`src/rtl/pico_arb_pkg.sv`:
```
// Shared types and constants for the two-master PicoRV32 memory-port arbiter.
package pico_arb_pkg;

  typedef enum logic [1:0] {
    IDLE = 2'd0,
    GNT0 = 2'd1,
    GNT1 = 2'd2
  } arb_state_t;

  typedef logic [1:0] grant_t;

  // Fill bit replicated across rdata when a transfer is ended by the stall timer.
  localparam logic TIMEOUT_RDATA = 1'b0;

  localparam logic LAST_M0 = 1'b0;
  localparam logic LAST_M1 = 1'b1;

  function automatic grant_t state_grant(input arb_state_t st);
    grant_t g;
    g = 2'b00;
    if (st == GNT0) g = 2'b01;
    if (st == GNT1) g = 2'b10;
    return g;
  endfunction

endpackage

```
`src/rtl/pico_arb_timeout.sv`:
```
// Per-transfer stall timer: cleared while idle or on completion, counts stalled
// granted cycles and flags expiry on the TIMEOUT-th stall cycle.
module pico_arb_timeout #(
  parameter int TIMEOUT = 0
) (
  input  logic clk,
  input  logic resetn,
  input  logic i_clr,
  input  logic i_en,
  output logic o_expire
);

  generate
    if (TIMEOUT > 0) begin : g_cnt
      localparam int CNT_W = $clog2(TIMEOUT + 1);
      localparam logic [CNT_W-1:0] CNT_LAST = CNT_W'(TIMEOUT - 1);
      localparam logic [CNT_W-1:0] CNT_MAX  = CNT_W'(TIMEOUT);

      logic [CNT_W-1:0] r_cnt;

      // Saturates at TIMEOUT so a missed clear can never wrap back into range.
      always_ff @(posedge clk or negedge resetn) begin
        if (!resetn) begin
          r_cnt <= '0;
        end else if (i_clr) begin
          r_cnt <= '0;
        end else if (i_en && (r_cnt != CNT_MAX)) begin
          r_cnt <= r_cnt + 1'b1;
        end
      end

      assign o_expire = i_en && (r_cnt == CNT_LAST);
    end else begin : g_off
      logic w_unused_tie;
      assign w_unused_tie = ^{clk, resetn, i_clr, i_en};
      assign o_expire     = 1'b0;
    end
  endgenerate

endmodule

```
`src/rtl/pico_mem_arbiter.sv`:
```
// Two-master arbiter in front of one PicoRV32 native memory port.
//   state | meaning
//   IDLE  | no owner, all shared-port outputs zero
//   GNT0  | master 0 (core) owns the port until completion, abort or timeout
//   GNT1  | master 1 (loader/debug) owns the port until completion, abort or timeout
module pico_mem_arbiter
  import pico_arb_pkg::*;
#(
  parameter int ADDR_W     = 32,
  parameter int DATA_W     = 32,
  parameter int FIXED_PRIO = 0,
  parameter int TIMEOUT    = 0
) (
  input  logic                clk,
  input  logic                resetn,

  input  logic                m0_valid,
  input  logic                m0_instr,
  input  logic [ADDR_W-1:0]   m0_addr,
  input  logic [DATA_W-1:0]   m0_wdata,
  input  logic [DATA_W/8-1:0] m0_wstrb,
  output logic                m0_ready,
  output logic [DATA_W-1:0]   m0_rdata,

  input  logic                m1_valid,
  input  logic                m1_instr,
  input  logic [ADDR_W-1:0]   m1_addr,
  input  logic [DATA_W-1:0]   m1_wdata,
  input  logic [DATA_W/8-1:0] m1_wstrb,
  output logic                m1_ready,
  output logic [DATA_W-1:0]   m1_rdata,

  output logic                s_valid,
  output logic                s_instr,
  output logic [ADDR_W-1:0]   s_addr,
  output logic [DATA_W-1:0]   s_wdata,
  output logic [DATA_W/8-1:0] s_wstrb,
  input  logic                s_ready,
  input  logic [DATA_W-1:0]   s_rdata,

  output logic [1:0]          grant,
  output logic                timeout_err
);

  arb_state_t r_state;
  arb_state_t w_state_nxt;
  logic       r_last;
  logic       w_last_nxt;
  logic       r_timeout_err;

  logic w_gnt0;
  logic w_gnt1;
  logic w_busy;
  logic w_done;
  logic w_stall;
  logic w_expire;
  logic w_fin;
  logic w_tmr_clr;

  assign w_gnt0 = (r_state == GNT0);
  assign w_gnt1 = (r_state == GNT1);
  assign w_busy = w_gnt0 | w_gnt1;

  always_comb begin
    s_valid = 1'b0;
    s_instr = 1'b0;
    s_addr  = '0;
    s_wdata = '0;
    s_wstrb = '0;
    if (w_gnt0) begin
      s_valid = m0_valid;
      s_instr = m0_instr;
      s_addr  = m0_addr;
      s_wdata = m0_wdata;
      s_wstrb = m0_wstrb;
    end else if (w_gnt1) begin
      s_valid = m1_valid;
      s_instr = m1_instr;
      s_addr  = m1_addr;
      s_wdata = m1_wdata;
      s_wstrb = m1_wstrb;
    end
  end

  assign w_done    = s_valid & s_ready;
  assign w_stall   = w_busy & s_valid & ~s_ready;
  assign w_fin     = w_done | w_expire;
  assign w_tmr_clr = ~w_busy | w_fin;

  pico_arb_timeout #(
    .TIMEOUT (TIMEOUT)
  ) u_timeout (
    .clk      (clk),
    .resetn   (resetn),
    .i_clr    (w_tmr_clr),
    .i_en     (w_stall),
    .o_expire (w_expire)
  );

  // A timed-out transfer is completed towards the master with a fixed data word.
  assign m0_ready = w_gnt0 & (s_ready | w_expire);
  assign m1_ready = w_gnt1 & (s_ready | w_expire);
  assign m0_rdata = !w_gnt0 ? '0 : (w_expire ? {DATA_W{TIMEOUT_RDATA}} : s_rdata);
  assign m1_rdata = !w_gnt1 ? '0 : (w_expire ? {DATA_W{TIMEOUT_RDATA}} : s_rdata);

  assign grant       = state_grant(r_state);
  assign timeout_err = r_timeout_err;

  always_comb begin
    w_state_nxt = r_state;
    w_last_nxt  = r_last;
    case (r_state)
      IDLE: begin
        if (m0_valid && m1_valid) begin
          if ((FIXED_PRIO != 0) || (r_last == LAST_M1)) w_state_nxt = GNT0;
          else                                          w_state_nxt = GNT1;
        end else if (m0_valid) begin
          w_state_nxt = GNT0;
        end else if (m1_valid) begin
          w_state_nxt = GNT1;
        end
      end
      GNT0: begin
        if (w_fin) begin
          w_last_nxt  = LAST_M0;
          w_state_nxt = m1_valid ? GNT1 : IDLE;
        end else if (!m0_valid) begin
          w_state_nxt = IDLE;
        end
      end
      GNT1: begin
        if (w_fin) begin
          w_last_nxt  = LAST_M1;
          w_state_nxt = m0_valid ? GNT0 : IDLE;
        end else if (!m1_valid) begin
          w_state_nxt = IDLE;
        end
      end
      default: w_state_nxt = IDLE;
    endcase
  end

  always_ff @(posedge clk or negedge resetn) begin
    if (!resetn) begin
      r_state       <= IDLE;
      r_last        <= LAST_M1;
      r_timeout_err <= 1'b0;
    end else begin
      r_state <= w_state_nxt;
      r_last  <= w_last_nxt;
      if (w_expire) r_timeout_err <= 1'b1;
    end
  end

endmodule

```
`config.mk`:
```
export PLATFORM = sky130hd
export DESIGN_NAME = pico_mem_arbiter
export DESIGN_NICKNAME = d
export VERILOG_FILES = /design/src/rtl/pico_arb_pkg.sv /design/src/rtl/pico_arb_timeout.sv /design/src/rtl/pico_mem_arbiter.sv
export SDC_FILE = /design/constraint.sdc
export NUM_CORES = 1
export LEC_CHECK = 0
export BUFFER_PORTS_ARGS = -buffer_cell sky130_fd_sc_hd__buf_4
export CAP_MARGIN = 10
export CORE_AREA = 3 3 123 125
export DETAILED_ROUTE_END_ITERATION = 10
export DIE_AREA = 0 0 126 128
export MAX_ROUTING_LAYER = met4
export PLACE_DENSITY_LB_ADDON = 0.15
export SYNTH_ARGS = -nofsm -noshare
export SYNTH_HDL_FRONTEND = slang
export SYNTH_HIERARCHICAL = 1
export SYNTH_SLANG_ARGS = --single-unit
```
`constraint.sdc`:
```
create_clock -name clk -period 1.95 [get_ports clk]
set_input_delay 0.2925 -clock clk [delete_from_list [all_inputs] [get_ports clk]]
set_output_delay 0.2925 -clock clk [all_outputs]
set_load 0.005 [all_outputs]
```
==> results.py <==
metrics = {
    "run_status": {
        "status": "finished with violations",
        "failed_checks": "negative setup slack",
    },
    "sta": {
        "rsz0062_at_grt": "true",
        "fmax_ghz": 0.509,
        "drv_slew": 0,
        "whs_ns": 0.406,
        "layout_setup_ws_ns": -0.0166,
        "hold_viol_final": 0,
        "fin_crit_sh": 1.01,
        "fin_setup_tns_ns": -0.172,
        "setup_viol": 26,
        "fin_skew_ns": 0.00249,
        "post-route-min-period_ns": 1.97,
    },
    "worst_setup_path": {
        "slowest_stage": "dfrtp_1",
        "cp-end-kind": "primary output",
        "path_max_fanout": 10,
        "start_kind": "register",
        "critPathRequiredTime_ns": 1.66,
        "worst_path_largest_cell_delay_ns": 0.42,
        "crit_chain": "buf_6 -> ha_4 -> nor2b_4 -> buf_6 -> clkbuf_16 -> a22o_1 -> buf_4",
        "worst-endpoint-arrival_ns": 1.67,
        "crit_type": "register to primary output",
        "crit_top_cell": "buf_6",
    },
    "min_path": {
        "hold_class": "primary input to asynchronous set/reset pin",
    },
    "clocking": {
        "cts_max_path_buffers": 2,
        "clkTransAtPathRegs_ns": 0.03,
        "htree_levels": 1,
        "cts_tree": "yes",
        "cts.sink_count": 4,
        "numCtsBuffers": 3,
        "worstSkewPairLatency_ns": 0.22,
        "clockRootBuffer": "clkbuf_16",
    },
    "place": {
        "post-dp-hpwl_mm": 9.60,
        "io_buffers": 313,
        "gp_congestion": 0.854,
    },
    "detailed_routing": {
        "dr.pass1.iters": 4,
        "routedWlPerCell_um": 17.4,
        "drc": 0,
        "avgViaCountPerCell": 4.12,
        "ant_nets": 0,
        "routed_wl_mm": 12.1,
        "vias": 2865,
        "drt-initial-drc-count": 70,
    },
    "run": {
        "drv_cap": 0,
    },
    "die": {
        "die_area_um2": 16100,
        "die_w_um": 126,
        "fp.coreArea_um2": 14000,
        "die_h_um": 128,
        "io_pins": 314,
        "placementRows": 43,
        "start_util": 0.108,
    },
    "pwr": {
        "report.power.total_mw": 4.76,
        "p_leak_nw": 2.39,
        "power_per_cell_area_nw_per_um2": 1080,
        "peakVddDrop_mv": 0.407,
    },
    "synthesis": {
        "syn_nets": 381,
        "avgSynthCellArea_um2": 7.49,
        "synthCells": 202,
        "ys_warn_count": 6,
        "synth_area_um2": 1510,
    },
    "final_layout": {
        "diodes": 0,
        "final_core_util": 0.316,
        "layout-drive-gt1-share": 0.687,
        "nets": 695,
        "syn_to_final_growth_pct": 192,
    },
    "grt": {
        "antenna_found_initial": 0,
        "grt_max_degree": 70,
        "grt_pass1_wl_mm": 16.2,
        "grt_pass1_vias": 2910,
        "overflow": 0,
        "track_usage": 0.129,
    },
}
==> path summary, 6_finish.rpt <==
check | startpoint | to | slack, ns | cells past startpoint
worst max register to register | r_state[1] | r_state[1] | 0.10 | 7
max in group asynchronous | resetn | r_last | 1.35 | 2
worst max-delay path | r_state[1] | s_wdata[22] | -0.02 | 7
worst min-delay path | resetn | r_state[1] | 0.41 | 2
worst min register to register | timeout_err | timeout_err | 0.48 | 1
min in group clk | s_ready | r_last | 0.42 | 3
==> cell type report <==
class                      instances  area (um2)
fill                            1510        9570
timing repair buffer             331        2650
multi-input combinational        171        1340
tap                              180         225
sequential                         4         103
clock buffer                       4        78.8
inverter                           5        18.8
==> power by group <==
| group | internal [mW] | switching, mW | total, mW |
|---|---|---|---|
| Sequential | 0.119 | 0.0365 | 0.155 |
| Clock | 0.270 | 0.0562 | 0.326 |
| Combinational | 2.53 | 1.75 | 4.28 |
| Total | 2.92 | 1.84 | 4.76 |
==> registers in the layout (all words and copies together) (netlist names) <==
register	flops
r_state	2
timeout_err	1
r_last	1
==> routing by layer <==
layer  routed length, um  part of all wire  global-route usage  vias up
met5                   0                 0                   -        -
met1                4660              0.39               0.150     1303
met4                  19            0.0016              0.0145        0
li1                    -                 -                   -     1368
met3                1150             0.095              0.0279        2
met2                6260              0.52               0.237      192
==> layout by cell type (no fill, tap or decap), types with 2 or more instances in the layout <==
master and instances:
buf_4 306, a22o_1 68, and2_1 61, buf_6 17
clkbuf_16 5, buf_12 5, nand2_1 4, o21ai_0 4
and2b_4 3, nor2_1 3, inv_1 3, inv_2 2
and2_4 2, and2_2 2, nor2b_1 2, o21ai_1 2
a21oi_1 2, o211ai_1 2, mux2_4 2, ha_1 2
ha_4 2, dfrtp_1 2
==> what timing repair did <==
action / CTS / global route
pin swaps: 9 / 4
endpoints found under the hold margin: 3 / 0
gates cloned: 2 / 4
gates resized for setup: 8 / 28
setup buffers: 6 / 4
setup endpoints to repair: 114 / 133
hold buffers: 1 / 0
==> through the flow <==
step                      std cells  setup slack, ns  instance area, um2
after floorplan                 202            0.166                1510
after global placement          677            0.154                4070
after detailed placement        677            0.139                4070
after CTS                       690          -0.0517                4310
after global routing            695          -0.0653                4420
final                           695          -0.0166                4420
==> critical path: cells and delay by family, from the launching register on <==
family / cells / cell delay (ns)
compound gates: 1 / 0.18
fa+ha+maj: 1 / 0.14
buf+inv: 4 / 0.57
flops: 1 / 0.42
simple gates: 1 / 0.13
Note: power is estimated with default switching activity, not from simulation.
